File: src/rtl/hamming_pkg.sv
// Shared Hamming(7,4) types and constants for the transmit and receive/correct sides.
// Define HAMMING_PARITY_EXT_EN to append an overall parity bit (SECDED, 8-bit codeword).
package hamming_pkg;

`ifdef HAMMING_PARITY_EXT_EN
    localparam int CW_LEN = 8;
`else
    localparam int CW_LEN = 7;
`endif

    localparam int CNT_W = 3;
    localparam logic [CNT_W-1:0] CNT_LAST = CNT_W'(CW_LEN - 1);

    typedef logic [3:0]        nibble_t;
    typedef logic [CW_LEN-1:0] codeword_t;

    typedef enum logic {IDLE, SHIFT} tx_state_t;

endpackage

File: src/rtl/hamming_serializer_tx_encode.sv
// Combinational Hamming(7,4) encoder; under HAMMING_PARITY_EXT_EN it also appends
// the overall parity bit as cw[7].
module hamming74_encode
    import hamming_pkg::*;
(
    input  nibble_t   data,
    output codeword_t cw
);

    logic p1, p2, p3;

    assign p1 = data[0] ^ data[1] ^ data[3];
    assign p2 = data[0] ^ data[2] ^ data[3];
    assign p3 = data[1] ^ data[2] ^ data[3];

    // cw[0] is codeword position 1, so parity bits sit at indices 0, 1 and 3
`ifdef HAMMING_PARITY_EXT_EN
    logic [6:0] base;
    assign base = {data[3], data[2], data[1], p3, data[0], p2, p1};
    assign cw   = {^base, base};
`else
    assign cw   = {data[3], data[2], data[1], p3, data[0], p2, p1};
`endif

endmodule

File: src/rtl/hamming_serializer_tx.sv
// Hamming codeword serializer: accepts a nibble on load/ready and shifts its codeword
// out LSB first with frame strobes. HAMMING_PARITY_EXT_EN selects the 8-bit SECDED frame.
module hamming_serializer_tx
    import hamming_pkg::*;
#(
    parameter logic IDLE_LEVEL = 1'b0
)
(
    input  logic       clk,
    input  logic       reset,
    input  logic [3:0] data_in,
    input  logic       load,
    output logic       ready,
    output logic       ser_out,
    output logic       ser_valid,
    output logic       frame_start,
    output logic       frame_done
);

    tx_state_t        state;
    logic [CNT_W-1:0] cnt;
    codeword_t        shreg;
    codeword_t        cw_enc;
    logic             in_shift;
    logic             at_last;

    hamming74_encode u_encode (
        .data (data_in),
        .cw   (cw_enc)
    );

    assign in_shift = (state == SHIFT);
    assign at_last  = in_shift && (cnt == CNT_LAST);

    // Every output is a decode of registered state, so none depends on load/data_in
    assign ready       = (state == IDLE) || at_last;
    assign ser_valid   = in_shift;
    assign ser_out     = in_shift ? shreg[0] : IDLE_LEVEL;
    assign frame_start = in_shift && (cnt == '0);
    assign frame_done  = at_last;

    always_ff @(posedge clk or posedge reset) begin
        if (reset) begin
            state <= IDLE;
            cnt   <= '0;
            shreg <= '0;
        end else begin
            case (state)
                IDLE: begin
                    if (load) begin
                        shreg <= cw_enc;
                        cnt   <= '0;
                        state <= SHIFT;
                    end
                end
                SHIFT: begin
                    if (cnt == CNT_LAST) begin
                        // Reloading on the last bit gives gap-free back-to-back frames
                        cnt <= '0;
                        if (load) begin
                            shreg <= cw_enc;
                        end else begin
                            shreg <= '0;
                            state <= IDLE;
                        end
                    end else begin
                        shreg <= shreg >> 1;
                        cnt   <= cnt + 1'b1;
                    end
                end
                default: begin
                    state <= IDLE;
                    cnt   <= '0;
                    shreg <= '0;
                end
            endcase
        end
    end

endmodule

File: config.mk
export PLATFORM = sky130hd
export DESIGN_NAME = hamming_serializer_tx
export DESIGN_NICKNAME = d
export VERILOG_FILES = /design/src/rtl/hamming_pkg.sv /design/src/rtl/hamming_serializer_tx_encode.sv /design/src/rtl/hamming_serializer_tx.sv
export SDC_FILE = /design/constraint.sdc
export NUM_CORES = 1
export LEC_CHECK = 0
export ABC_AREA = 1
export ABC_CLOCK_PERIOD_IN_PS = 2540
export CORE_MARGIN = 5
export CORE_UTILIZATION = 54
export CTS_CLUSTER_DIAMETER = 200
export DETAILED_ROUTE_END_ITERATION = 7
export PLACE_DENSITY = 0.86
export SLEW_MARGIN = 20
export SYNTH_ARGS = -nofsm -noshare
export SYNTH_HDL_FRONTEND = slang
export SYNTH_SLANG_ARGS = --single-unit
File: constraint.sdc
create_clock -name clk -period 2.54 [get_ports clk]
set_input_delay 0.508 -clock clk [delete_from_list [all_inputs] [get_ports clk]]
set_output_delay 0.508 -clock clk [all_outputs]
set_load 0.01 [all_outputs]
==> results of run 1 <==
-- per-stage QoR --
| stage | hold slack, ps | instance area (µm²) | total power [µW] | utilization [%] |
|---|---|---|---|---|
| after floorplan | 360 | 723 | 624 | - |
| after global placement | 502 | 830 | 736 | 64.6 |
| after detailed placement | 515 | 830 | 752 | 64.6 |
| after CTS | 526 | 857 | 874 | 66.7 |
| after global routing | 555 | 857 | 942 | 66.7 |
| final | 522 | 857 | 866 | 66.7 |
-- logic make-up (layout without fill, tap and decap cells) --
group,Yosys count,after routing,share of synthesized area (%)
and+or+nand+nor,58,58,37.9
buffers and inverters,20,33,14.2
AOI/OAI and AO/OA,12,12,9.86
DFF,11,11,38.1
-- flip-flops by register name (all words and copies together) (netlist names) --
name and flops:
shreg 7, ser_valid 1, cnt 3
-- metal layers --
metal  wire (µm)  vias to the layer above  share of wire, %
met1         671                      295                47
met3          54                        2               3.8
met5           0                        -                 0
li1            -                      343                 -
met2         691                       12                48
met4          17                        0               1.2
-- power by group --
part / leakage (µW) / total [µW] / internal [µW] / switching (µW)
logic: 0.000314 / 430 / 187 / 243
registers: 0.000137 / 319 / 247 / 72.1
clock network: 0.0000177 / 118 / 58.2 / 59.3
total: 0.000469 / 866 / 492 / 375
-- path summary, 6_finish.rpt --
kind | cells past startpoint | from | end
min reg2reg | 2 | shreg[4] | shreg[4]
min in group clk | 2 | shreg[4] | shreg[4]
max in group asynchronous | 2 | reset | shreg[6]
max | 3 | ser_valid | frame_start
max reg2reg | 5 | ser_valid | shreg[5]
min | 2 | reset | cnt[2]
-- area by class of cell --
type,count,area share [%]
inverters,18,9.34
clock inverters,1,0.584
well taps,15,2.19
multi-input cells,70,40.3
repair buffers,11,12.8
flip-flops and latches,11,32.1
clock buffers,3,2.63
-- layout by cell type, fill, tap and decap left out --
master	synthesis	layout
a21oi_2	2	2
clkinv_2	0	1
nor2_4	1	1
a21oi_1	5	5
nand2_1	33	33
o21ai_2	1	1
nor3_1	1	1
nand2_4	2	2
inv_1	11	11
nor2_2	1	1
o21ai_0	3	3
o21ai_1	1	1
nand3_4	1	1
dfrtp_1	11	11
inv_2	3	3
clkdlybuf4s50_1	0	11
nor2_1	6	6
clkinv_1	1	1
inv_4	2	2
clkbuf_4	0	3
inv_8	1	1
nand3_1	13	13
==> reports/qor.csv, run 1 <==
stage;metric;value;unit
clock_tree;cts_setup_buffers;0;
drt;drt_first_pass_iters;4;
logic_synthesis;ys_types;20;
floorplanning;dieArea;2170;µm²
logic_synthesis;syn-cell-area;723;µm²
power_and_ir_drop;vdd_ir_drop_max;0.696;mV
power_and_ir_drop;leakagePower;0.000469;µW
place;place.gp.congestion;0.793;
timing;relSlewSlack;68.8;%
global_route;met2_usage;26.1;%
logic_synthesis;synth-async-reset-ratio;100;%
global_route;grt_pass1_vias;605;
timing;drv_slew;0;
timing;period_minus_slack;2250;ps
worst_setup_path;critical_path.max_stage_delay;630;ps
floorplanning;die_y;46.6;µm
place;numPlacedInstances;125;
drt;wl;1.43;mm
worst_setup_path;crit_fanout;11;
logic_synthesis;yosysTopAreaCell;dfrtp_1;
worst_setup_path;rrSetupSlack;1320;ps
clock_tree;clock_path_buffers;2;
cells_and_area;regArea;275;µm²
global_route;grt_pass1_wl;2.43;mm
cells_and_area;area_delta_synth_final;18.5;%
cells_and_area;finalNetCount;122;
global_route;grt_use_total;16.0;%
cells_and_area;n_fill_cell;117;
timing;finalHoldViolations;0;
logic_synthesis;synth-seq-cells;11;
drt;drt-wirelength-per-cell;11.1;µm
global_route;grt_overflow;0;
timing;worstMarginPinSlew;467;ps
drt;antenna_left;0;
clock_tree;cts_sinks;11;
run;maxCapViolations;0;
floorplanning;initial_core_util;56.3;%
logic_synthesis;synth_ff_type;dfrtp_1;
timing;fin_ws;293;ps
logic_synthesis;yosys_warnings;0;
timing;setup_viol;0;
worst_setup_path;crit_arrival;1740;ps
drt;avgViaCountPerCell;5.05;
status;run_status;completed;
clock_tree;clk_latency;270;ps
timing;fin_skew;4.45;ps
logic_synthesis;ys_top_cells_by_area;dfrtp_1 (38%), nand2_1 (17%), nand3_1 (9.0%);
drt;vias;652;
floorplanning;row_count;13;
worst_setup_path;crit_family;buffers and inverters;
place;dp_hpwl;1.15;mm
cells_and_area;layout-drive-gt1-share;15.8;%
cells_and_area;n_antenna_cell;0;
logic_synthesis;yosysSeqAreaShare;38.1;%
worst_setup_path;cp.buffers_inverters;2;
drt;drcViolationCount;0;
clock_tree;cts.reportedPaths.clkPinSlew;70;ps
clock_tree;cts_buffers;3;
logic_synthesis;synth_common_cells;nand2_1 (33), nand3_1 (13), dfrtp_1 (11), inv_1 (11), nor2_1 (6);
global_route;antenna_found_initial;0;
timing;min_period_over_period;88.5;%
clock_tree;cts_tree;built;
place;dpl_worst_slack;602;ps
clock_tree;cts_hold_buf;0;
timing;fmax;445;MHz
clock_tree;post_cts_resized;0;
worst_hold_path;holdCritPathClass;input pin to async pin;
logic_synthesis;syn_area_per_cell;7.16;µm²
cells_and_area;multi_input_area;345;µm²
place;numPortBuffers;11;
power_and_ir_drop;powerDensity;1010;nW/µm²
drt;first_iter_violations;8;
worst_setup_path;setup.worst_path.end_class;output pin;
logic_synthesis;synth_cells;101;
worst_setup_path;slowest_stage;dfrtp_1;
floorplanning;io_pins;12;
logic_synthesis;yosysTopAreaCellShare;38.1;%
global_route;grt_max_degree;14;
global_route;busiest_layer;met2;
global_route;met3_usage;2.34;%
timing;rsz0062_at_grt;no;
logic_synthesis;synth.most_common_cell;nand2_1;
timing;setup_tns;0;ps
floorplanning;core-area;1280;µm²
worst_setup_path;crit_required;2030;ps
floorplanning;chipWidth;46.6;µm
cells_and_area;instances_no_fill;129;
global_route;grt_use_met1;20.1;%
logic_synthesis;synth_edf_count;0;
worst_setup_path;cp-start-kind;register;
logic_synthesis;synth_fp_nets;108;
worst_setup_path;crit_type;register to output pin;
worst_setup_path;crit_chain;inv_4, nor3_1, clkdlybuf4s50_1;
clock_tree;cts_max_level;1;
clock_tree;clockRootBuffer;clkbuf_4;
No activity file was read; power rests on OpenSTA's default activity.
==> run 2: changes to the inputs <==
CELL_PAD_IN_SITES_DETAIL_PLACEMENT = 1   (was unset)
CELL_PAD_IN_SITES_GLOBAL_PLACEMENT = 2   (was unset)
CORE_UTILIZATION = 30   (was 54)
PLACE_DENSITY = 0.85   (was 0.86)
SKIP_CTS_REPAIR_TIMING = 1   (was unset)
==> reports/qor.csv, run 2 (synthesis results as in run 1) <==
stage;metric;value;unit;change
floorplanning;core-area;2250;µm²;+75%
timing;min_period_over_period;89.1;%;+0.68 points
cells_and_area;top_register;shreg;;
cells_and_area;instances_no_fill;142;;+10%
worst_setup_path;crit_fanout;11;;unchanged
power_and_ir_drop;seq_power_share;36.7;%;about the same
timing;whs;527;ps;+5.56 ps
power_and_ir_drop;vdd_ir_drop_max;0.452;mV;-35%
worst_setup_path;path_depth;3;;unchanged
worst_setup_path;crit_chain;inv_4, nor3_1, clkdlybuf4s50_1;;
power_and_ir_drop;power.switching;381;µW;+1.7%
global_route;grt_max_degree;14;;unchanged
power_and_ir_drop;powerDensity;999;nW/µm²;-1.1%
place;dp_hpwl;1.31;mm;+15%
status;run_status;completed;;
power_and_ir_drop;clock_power_share;14.0;%;+0.4 points
drt;drt-wirelength-per-cell;11.4;µm;+2.6%
clock_tree;cts_buffers;3;;unchanged
worst_setup_path;slowest_stage;dfrtp_1;;
power_and_ir_drop;p_int;491;µW;about the same
floorplanning;dieArea;3490;µm²;+61%
clock_tree;clockRootBuffer;clkbuf_4;;
cells_and_area;largest_reg_flops;7;;unchanged
run;maxCapViolations;0;;unchanged
worst_setup_path;crit_family;buffers and inverters;;
drt;drt_first_pass_iters;4;;unchanged
cells_and_area;layout_commonest_cell;nand2_1;;
worst_setup_path;critical_path.max_stage_delay;620;ps;about the same
clock_tree;cts.reportedPaths.clkPinSlew;80;ps;about the same
drt;wl;1.62;mm;+13%
cells_and_area;n_antenna_cell;0;;unchanged
timing;fmax;442;MHz;-0.77%
global_route;grt_overflow;0;;unchanged
floorplanning;io_pins;12;;unchanged
drt;drcViolationCount;0;;unchanged
floorplanning;initial_core_util;32.1;%;-24 points
timing;period_minus_slack;2260;ps;+17.3 ps
floorplanning;row_count;17;;+4
drt;avgViaCountPerCell;4.54;;-10%
global_route;grt_pass1_wl;3.04;mm;+25%
timing;drv_slew;0;;unchanged
timing;rsz0062_at_grt;no;;
floorplanning;chipWidth;59.1;µm;+27%
cells_and_area;finalNetCount;122;;unchanged
worst_setup_path;crit_required;2030;ps;about the same
clock_tree;cts_tree;built;;
worst_hold_path;holdCritPathClass;input pin to async pin;;
timing;worstMarginPinSlew;443;ps;-24.6 ps
global_route;grt_pass1_vias;703;;+16%
cells_and_area;layout-drive-gt1-share;15.8;%;unchanged
worst_setup_path;cp-start-kind;register;;
cells_and_area;final_cell_mix;nand2_1 (33), nand3_1 (13), inv_1 (11), dfrtp_1 (11), clkdlybuf4s50_1 (11);;
timing;relSlewSlack;70.5;%;+1.6 points
worst_setup_path;crit_arrival;1760;ps;+20 ps
power_and_ir_drop;comb_power_share;49.3;%;-0.3 points
clock_tree;cts_sinks;11;;unchanged
timing;setup_viol;0;;unchanged
worst_setup_path;setup.worst_path.end_class;output pin;;
place;place.gp.congestion;0.743;;-6.3%
global_route;antenna_found_initial;0;;unchanged
floorplanning;die_y;59.1;µm;+27%
worst_setup_path;rrSetupSlack;1360;ps;+40 ps
place;numPortBuffers;11;;unchanged
power_and_ir_drop;leakagePower;0.000469;µW;unchanged
clock_tree;clock_path_buffers;2;;unchanged
timing;finalHoldViolations;0;;unchanged
worst_setup_path;worst-r2r-cell-count;5;;unchanged
clock_tree;cts_max_level;1;;unchanged
drt;vias;645;;-1.1%
global_route;grt_use_total;11.4;%;-4.6 points
worst_setup_path;cp.buffers_inverters;2;;unchanged
clock_tree;clk_latency;270;ps;about the same
timing;fin_skew;5.15;ps;+0.709 ps
power_and_ir_drop;swShare;43.7;%;+0.42 points
cells_and_area;area_delta_synth_final;20.8;%;
power_and_ir_drop;power;873;µW;+0.74%
cells_and_area;n_fill_cell;305;;+160%
drt;antenna_left;0;;unchanged
timing;setup_tns;0;ps;unchanged
drt;first_iter_violations;13;;+5
place;numPlacedInstances;138;;+10%
worst_setup_path;crit_type;register to output pin;;
==> run 2: cell counts in the layout (fill, tap and decap cells not counted) <==
Identical to the previous run, type by type.
==> run 2: stage by stage <==
step,cell area [µm²],util (%),worst slack [ps]
floorplan,723,-,1130
global placement,846,37.5,625
detailed placement,846,37.5,570
CTS,873,38.7,235
global route,873,38.7,113
finish,873,38.7,276
==> run 2: power by group through the flow <==
stage | registers (µW) | clock network [µW] | logic, µW
finish | 320 | 122 | 431
global route | 330 | 132 | 494
CTS | 320 | 131 | 439
detailed placement | 324 | 0 | 436
global placement | 323 | 0 | 429
floorplan | 297 | 0 | 328
==> run 2: metal layers <==
metal  wire length, µm  global-route usage [%]  share of wire [%]
met1               772                    13.9                 48
met2               751                    18.3                 46
met3                75                    1.96                4.6
met4                20                    7.77                1.2
met5                 0                       0                  0
==> run 2: area by class of cell <==
class | instances | area (µm²) | area share, %
timing repair buffer | 11 | 110 | 12.6
sequential | 11 | 275 | 31.5
clock inverter | 1 | 5.00 | 0.573
clock buffer | 3 | 22.5 | 2.58
tap | 28 | 35.0 | 4.01
multi-input combinational | 70 | 345 | 39.5
inverter | 18 | 80.1 | 9.17
==> run 2: final timing paths <==
path	from	endpoint
min in group clk	shreg[6]	shreg[6]
min reg2reg	shreg[6]	shreg[6]
min	reset	cnt[0]
max in group asynchronous	reset	shreg[3]
max reg2reg	ser_valid	shreg[0]
max	ser_valid	frame_start
==> run 2: worst register-to-register path, cell delays in order (launching register included) <==
cell and delay (ps):
dfrtp_1 620, inv_4 100, nand2_4 160, nand2_1 80, inv_1 50, a21oi_1 60
==> run 3: changes to the inputs <==
SLEW_MARGIN = unset   (was 20)
==> results of run 3 <==
Same layout as run 2: the final DEF is identical, and so are final timing and power.
